$ cat config.mk
export PLATFORM = sky130hd
export DESIGN_NAME = pixel_fetch_sequencer
export DESIGN_NICKNAME = d
export VERILOG_FILES = /design/src/rtl/pixel_fetch_sequencer.sv
export SDC_FILE = /design/constraint.sdc
export NUM_CORES = 1
export LEC_CHECK = 0
export ABC_AREA = 1
export BUFFER_PORTS_ARGS = -buffer_cell sky130_fd_sc_hd__buf_2
export CAP_MARGIN = 25
export CORE_ASPECT_RATIO = 1.5
export CORE_MARGIN = 8
export CORE_UTILIZATION = 55
export DETAILED_ROUTE_END_ITERATION = 6
export GPL_TIMING_DRIVEN = 0
export PLACE_DENSITY_LB_ADDON = 0.3
export SETUP_SLACK_MARGIN = 0.05
export SKIP_LAST_GASP = 1
export SLEW_MARGIN = 20
export SYNTH_ARGS = -nofsm -noshare
export SYNTH_HDL_FRONTEND = slang
export SYNTH_SLANG_ARGS = --single-unit
$ cat constraint.sdc
create_clock -name clk -period 5.9 [get_ports clk]
set_input_delay 1.18 -clock clk [delete_from_list [all_inputs] [get_ports clk]]
set_output_delay 1.18 -clock clk [all_outputs]
set_load 0.01 [all_outputs]
$ cat src/rtl/pixel_fetch_sequencer.sv
// pixel_fetch_sequencer
//   Turns DTG scan coordinates into world-map and icon ROM addresses, latches
//   the robot position/heading once per frame, masks the icon to the 16x16
//   window around the robot, and delays the DTG flags so that every colorizer
//   input lands on the same clock. Total latency is RD_LAT + 2 clocks.
//
// Ports
//   clk, reset                 pixel clock, synchronous active-high reset
//   pixel_row, pixel_column    DTG scan position
//   video_on_in/hsync_in/vsync_in  DTG flags, delayed to *_out
//   loc_x, loc_y, orient       robot map position and heading (sampled at frame start)
//   world_addr, world_data     world-map ROM address / data (data RD_LAT clks later)
//   icon_addr, icon_data       icon ROM address / data (data RD_LAT clks later)
//   world_pixel, icon          colorizer inputs; icon 2'b00 = transparent
module pixel_fetch_sequencer #(
   parameter int RD_LAT = 1
) (
   input  logic        clk,
   input  logic        reset,
   input  logic [9:0]  pixel_row,
   input  logic [9:0]  pixel_column,
   input  logic        video_on_in,
   input  logic        hsync_in,
   input  logic        vsync_in,
   input  logic [6:0]  loc_x,
   input  logic [6:0]  loc_y,
   input  logic [2:0]  orient,
   output logic [13:0] world_addr,
   output logic [10:0] icon_addr,
   input  logic [1:0]  world_data,
   input  logic [1:0]  icon_data,
   output logic [1:0]  world_pixel,
   output logic [1:0]  icon,
   output logic        video_on_out,
   output logic        hsync_out,
   output logic        vsync_out
);

   typedef struct packed {
      logic vid;
      logic hs;
      logic vs;
      logic hit;
   } dly_t;

   logic [9:0]  prev_row;
   logic [6:0]  map_row, map_row_n;
   logic [2:0]  row_sub, row_sub_n;
   logic [6:0]  loc_x_l, loc_y_l;
   logic [2:0]  orient_l;

   logic        row_change, frame_start;
   logic [6:0]  lx, ly;
   logic [2:0]  lo;
   logic [11:0] x0, y0, dx, dy;
   logic        hit;

   dly_t [RD_LAT:0] dly_pipe;

   assign row_change  = (pixel_row != prev_row);
   assign frame_start = row_change && (pixel_row == 10'd0);

   // The frame latch must already apply to the first pixel of row 0, so the
   // window math uses the incoming values on the frame-start cycle.
   assign lx = frame_start ? loc_x  : loc_x_l;
   assign ly = frame_start ? loc_y  : loc_y_l;
   assign lo = frame_start ? orient : orient_l;

   // 6 screen rows per map row: row_sub counts 0..5 within a map row.
   always_comb begin
      map_row_n = map_row;
      row_sub_n = row_sub;
      if (frame_start) begin
         map_row_n = 7'd0;
         row_sub_n = 3'd0;
      end else if (row_change) begin
         if (row_sub == 3'd5) begin
            row_sub_n = 3'd0;
            if (map_row != 7'd127) map_row_n = map_row + 7'd1;
         end else begin
            row_sub_n = row_sub + 3'd1;
         end
      end
   end

   // Window origin: x0 = 8x-4, y0 = 6y-5 in 12-bit two's complement. A negative
   // dx/dy sets the upper bits, so "upper bits zero" is exactly 0 <= d < 16 and
   // off-screen parts of the window clip with no wrap.
   assign x0  = {2'b00, lx, 3'b000} - 12'd4;
   assign y0  = ({3'b000, ly, 2'b00} + {4'b0000, ly, 1'b0}) - 12'd5;
   assign dx  = {2'b00, pixel_column} - x0;
   assign dy  = {2'b00, pixel_row} - y0;
   assign hit = (dx[11:4] == 8'd0) && (dy[11:4] == 8'd0) && video_on_in;

   always_ff @(posedge clk) begin
      if (reset) begin
         prev_row     <= '0;
         map_row      <= '0;
         row_sub      <= '0;
         loc_x_l      <= '0;
         loc_y_l      <= '0;
         orient_l     <= '0;
         world_addr   <= '0;
         icon_addr    <= '0;
         dly_pipe     <= '0;
         world_pixel  <= '0;
         icon         <= '0;
         video_on_out <= 1'b0;
         hsync_out    <= 1'b0;
         vsync_out    <= 1'b0;
      end else begin
         prev_row <= pixel_row;
         map_row  <= map_row_n;
         row_sub  <= row_sub_n;
         if (frame_start) begin
            loc_x_l  <= loc_x;
            loc_y_l  <= loc_y;
            orient_l <= orient;
         end

         // Stage A
         world_addr <= {map_row_n, pixel_column[9:3]};
         icon_addr  <= hit ? {lo, dy[3:0], dx[3:0]} : 11'd0;

         // dly_pipe[RD_LAT] lines up with ROM data for the output register.
         dly_pipe[0] <= '{vid: video_on_in, hs: hsync_in, vs: vsync_in, hit: hit};
         for (int i = 1; i <= RD_LAT; i++) dly_pipe[i] <= dly_pipe[i-1];

         // Output stage
         world_pixel  <= dly_pipe[RD_LAT].vid ? world_data : 2'b00;
         icon         <= dly_pipe[RD_LAT].hit ? icon_data  : 2'b00;
         video_on_out <= dly_pipe[RD_LAT].vid;
         hsync_out    <= dly_pipe[RD_LAT].hs;
         vsync_out    <= dly_pipe[RD_LAT].vs;
      end
   end

endmodule

==> run_results.csv <==
group,metric,value,unit
worst_setup_path,cpLargestDelayFamily,"simple AND/OR/NAND/NOR gates",
floorplanning,placement_rows,38,
power,vdd_drop_max,0.166,mV
global_route,grt_first_pass_wirelength,14.5,mm
logic_synthesis,yosys.cell_count.top_type,"nand2_1",
logic_synthesis,synth_top_family_by_area,"simple AND/OR/NAND/NOR gates",
global_route,track_usage,17.9,%
place,gp_congestion,0.885,
power,p_seq_share,50.7,%
clocking,worst_setup_hold_path_clk_slew,0.07,ns
sta,fin_worst_hold_slack,0.404,ns
logic_synthesis,netlist-cell-type-count,40,
floorplanning,starting_density_of_the_core,55.9,%
detailed_routing,avgRoutedWirePerCell,12.8,um
sta,timing.final.crit_period,5.35,ns
detailed_routing,final_wl,8.82,mm
logic_synthesis,share_of_synthesized_area_spent_on_multiplexers,2.24,%
sta,final_cycle_utilization_of_the_critical_path,90.7,%
outcome,result_of_the_run,"finished clean",
detailed_routing,via_per_inst,4.94,
sta,rsz0062_at_grt,"no",
sta,timing.final.setup_violations,0,
logic_synthesis,synth-edff-count,0,
final_layout,drive_above_1_share,22.3,%
logic_synthesis,synthSimpleGateAreaFrac,29.4,%
power,power_density,207,nW/um^2
floorplanning,horizontal_die_dimension,85.3,um
logic_synthesis,sequential_cell_area_fraction_in_the_yosys_report,35.4,%
logic_synthesis,synthDominantCellAreaShare,35.4,%
logic_synthesis,netlist_top_cells_count,"93 x nand2_1, 89 x inv_1, 70 x dfxtp_1, 67 x nor2_1, 27 x ha_1",
worst_setup_path,worst_setup_start_kind,"input port",
clocking,sink_count,70,
logic_synthesis,async_flop_share,0,%
logic_synthesis,synthesis.nets,593,
floorplanning,design.die.area,10200,sq um
worst_setup_path,critical_path.slowest_cell,"ha_1",
global_route,grt_antenna_before_repair,0,
floorplanning,floorplan.io_pins,78,
detailed_routing,drt.antenna.violating_nets,0,
sta,slew_headroom,60.7,%
clocking,cts-root-buf,"clkbuf_8",
worst_setup_path,arrival_time_of_the_worst_setup_path,5.63,ns
clocking,clock_insertion_delay_at_the_later_pin_of_the_skew_report,0.35,ns
power,switching_share,25.1,%
place,dp_hpwl,7.12,mm
power,power_report.internal_total,0.000720,W
logic_synthesis,synth_xor_area_share,6.20,%
sta,fin_worst_skew,0.00700,ns
place,port_buffers,77,
detailed_routing,initialDrtViolationCount,109,
floorplanning,core-area,7080,sq um
worst_setup_path,critPathMostFrequentCell,"nand2_1",
logic_synthesis,postSynthRegisterBits,70,
clocking,htree_levels,3,
worst_setup_path,timing.critical_path.required,6.18,ns
final_layout,n_antenna_cell,0,
worst_setup_path,path_max_fanout,10,
sta,timing.final.max_slew_violations,0,
sta,worst_slew_pin_slew,0.590,ns
worst_setup_path,worst_setup_path_end_kind,"register",
global_route,vias_in_the_first_global_route,3352,
logic_synthesis,synth_compound_area_share,5.63,%
clocking,clock_tree_from_tritoncts,"done",
min_path,hold_path.class,"register to register",
sta,timing.final.hold_violations,0,
sta,fmax,187,MHz
power,p_clk_share,38.3,%
logic_synthesis,synth_top_flop_cell,"dfxtp_1",
logic_synthesis,syn-mean-instance-area,7.67,sq um
floorplanning,die-height,120,um
logic_synthesis,synthesized_netlist_cell_count,516,
detailed_routing,drt_pass1_iterations,4,
logic_synthesis,netlist_area,3960,sq um
worst_setup_path,timing.critical_path.buf_inv,5,
power,switching_power,0.000241,W
detailed_routing,post-route-drc-count,0,
clocking,cts_buffer_depth,2,
run,drv.max_cap_violation_count,0,
power,cellLeakagePower,2.49,nW
detailed_routing,vias,3403,
final_layout,nNetsFinal,681,
clocking,postCtsHoldBufs,0,
final_layout,synthToLayoutAreaGrowth,17.5,%
worst_setup_path,max_incr_delay_on_cp,0.36,ns
logic_synthesis,synthTopCellsByArea,"dfxtp_1 35%, nand2_1 8.8%, ha_1 8.5%, inv_1 8.4%, nor2_1 6.4%",
final_layout,finish.utilization,65.6,%
logic_synthesis,yosys.area_share.adder,10.6,%
global_route,grt_overflow,0,
global_route,grt_max_degree,12,
worst_setup_path,timing_worst_setup_path_type,"input port to register",
logic_synthesis,yosysTopAreaCell,"dfxtp_1",
clocking,numCtsBuffers,9,
power,combPwrFrac,11.0,%
logic_synthesis,yosys_warnings,0,
==> kinds of logic (layout without fill, tap and decap cells) <==
kind of cell / after synthesis / count (layout)
AO/OA/AOI/OAI: 40 / 40
XOR/XNOR: 28 / 28
adder cells (fa/ha/maj): 31 / 31
buffers and inverters: 101 / 194
flip-flops: 70 / 70
multiplexers: 6 / 6
AND/OR/NAND/NOR: 240 / 240
==> worst paths after layout <==
kind                                             start                       end  slack, ns  cells past startpoint
worst max-delay path                      pixel_row[1]  icon_addr[10]$_SDFF_PP0_       0.55                     27
worst min-delay path            dly_pipe[2]$_SDFF_PP0_    dly_pipe[6]$_SDFF_PP0_       0.40                      2
worst max register to register  prev_row[4]$_SDFF_PP0_  icon_addr[10]$_SDFF_PP0_       1.27                     24
worst min register to register  dly_pipe[2]$_SDFF_PP0_    dly_pipe[6]$_SDFF_PP0_       0.40                      2
==> registers in the layout, indices dropped and copies added, names as in the netlist, 2 cells and up <==
signal / count
icon_addr: 11
dly_pipe: 8
icon: 2
row_sub: 3
prev_row: 10
loc_y_l: 7
orient_l: 3
world_addr: 14
loc_x_l: 7
world_pixel: 2
==> worst reg2reg max path, stage by stage (launching register included) <==
cell and delay (ns):
dfxtp_1 0.31, xnor2_1 0.14, nand2_1 0.07, nor2_1 0.19, nand3_4 0.19, nand2_4 0.14
buf_12 0.14, buf_6 0.20, mux2i_4 0.34, xnor2_1 0.12, ha_1 0.36, a21oi_1 0.21
o21ai_1 0.12, xnor2_1 0.22, ha_1 0.32, a21oi_1 0.27, nand3_1 0.15, a21oi_1 0.20
nand2_1 0.07, nand2_1 0.07, nand4_1 0.08, nor2_1 0.09, nand3_1 0.19, buf_6 0.22
nor3_2 0.16
==> cell usage in the layout (no fill, tap or decap), drive strengths merged, types with 4 or more instances in the layout <==
master	n
nand2	103
inv	92
buf	81
nor2	71
dfxtp	70
ha	27
nand3	26
a21oi	20
clkbuf	17
nor3	16
xnor2	14
xor2	14
o21ai	11
nand4	9
mux2i	6
or2	5
nor3b	5
nand3b	4
fa	4
==> layout make-up <==
type	instances	area (sq um)
inverter	92	345
clock inverter	4	47.5
sequential	70	1400
buffer	9	72.6
timing repair buffer	77	385
clock buffer	12	135
multi-input combinational	345	2160
fill	633	2430
tap	80	100
==> metrics by stage <==
stage,worst slack [ns],std cells,total power (W),TNS [ns],instance area (sq um)
after detailed placement,-0.00740,673,0.000603,-0.00740,4440
after floorplan,0.975,516,0.000565,0,3960
after global placement,0.166,673,0.000599,0,4440
after CTS,0.354,689,0.000969,0,4630
after global routing,0.0845,689,0.00100,0,4650
final,0.546,689,0.000961,0,4650
==> what timing repair did <==
item / CTS / global route
gates resized for setup: 0 / 5
endpoints found under the setup margin: 0 / 10
buffers inserted: 0 / 0
==> per-layer routing <==
metal | GRT usage, % | part of all wire (%) | vias up
met5 | 0 | 0 | -
met4 | 10.4 | 3.7 | 0
met3 | 5.27 | 5.2 | 24
met2 | 33.8 | 54 | 69
met1 | 16.4 | 38 | 1531
li1 | - | - | 1779
==> power groups by stage <==
stage	Sequential, W	Combinational, W	Clock, W
2_1_floorplan	0.000499	0.0000655	0
3_3_place_gp	0.000498	0.000102	0
3_5_place_dp	0.000498	0.000105	0
4_1_cts	0.000487	0.000105	0.000377
5_1_grt	0.000488	0.000121	0.000394
6_report	0.000487	0.000106	0.000369
No activity file was read; power rests on OpenSTA's default activity.
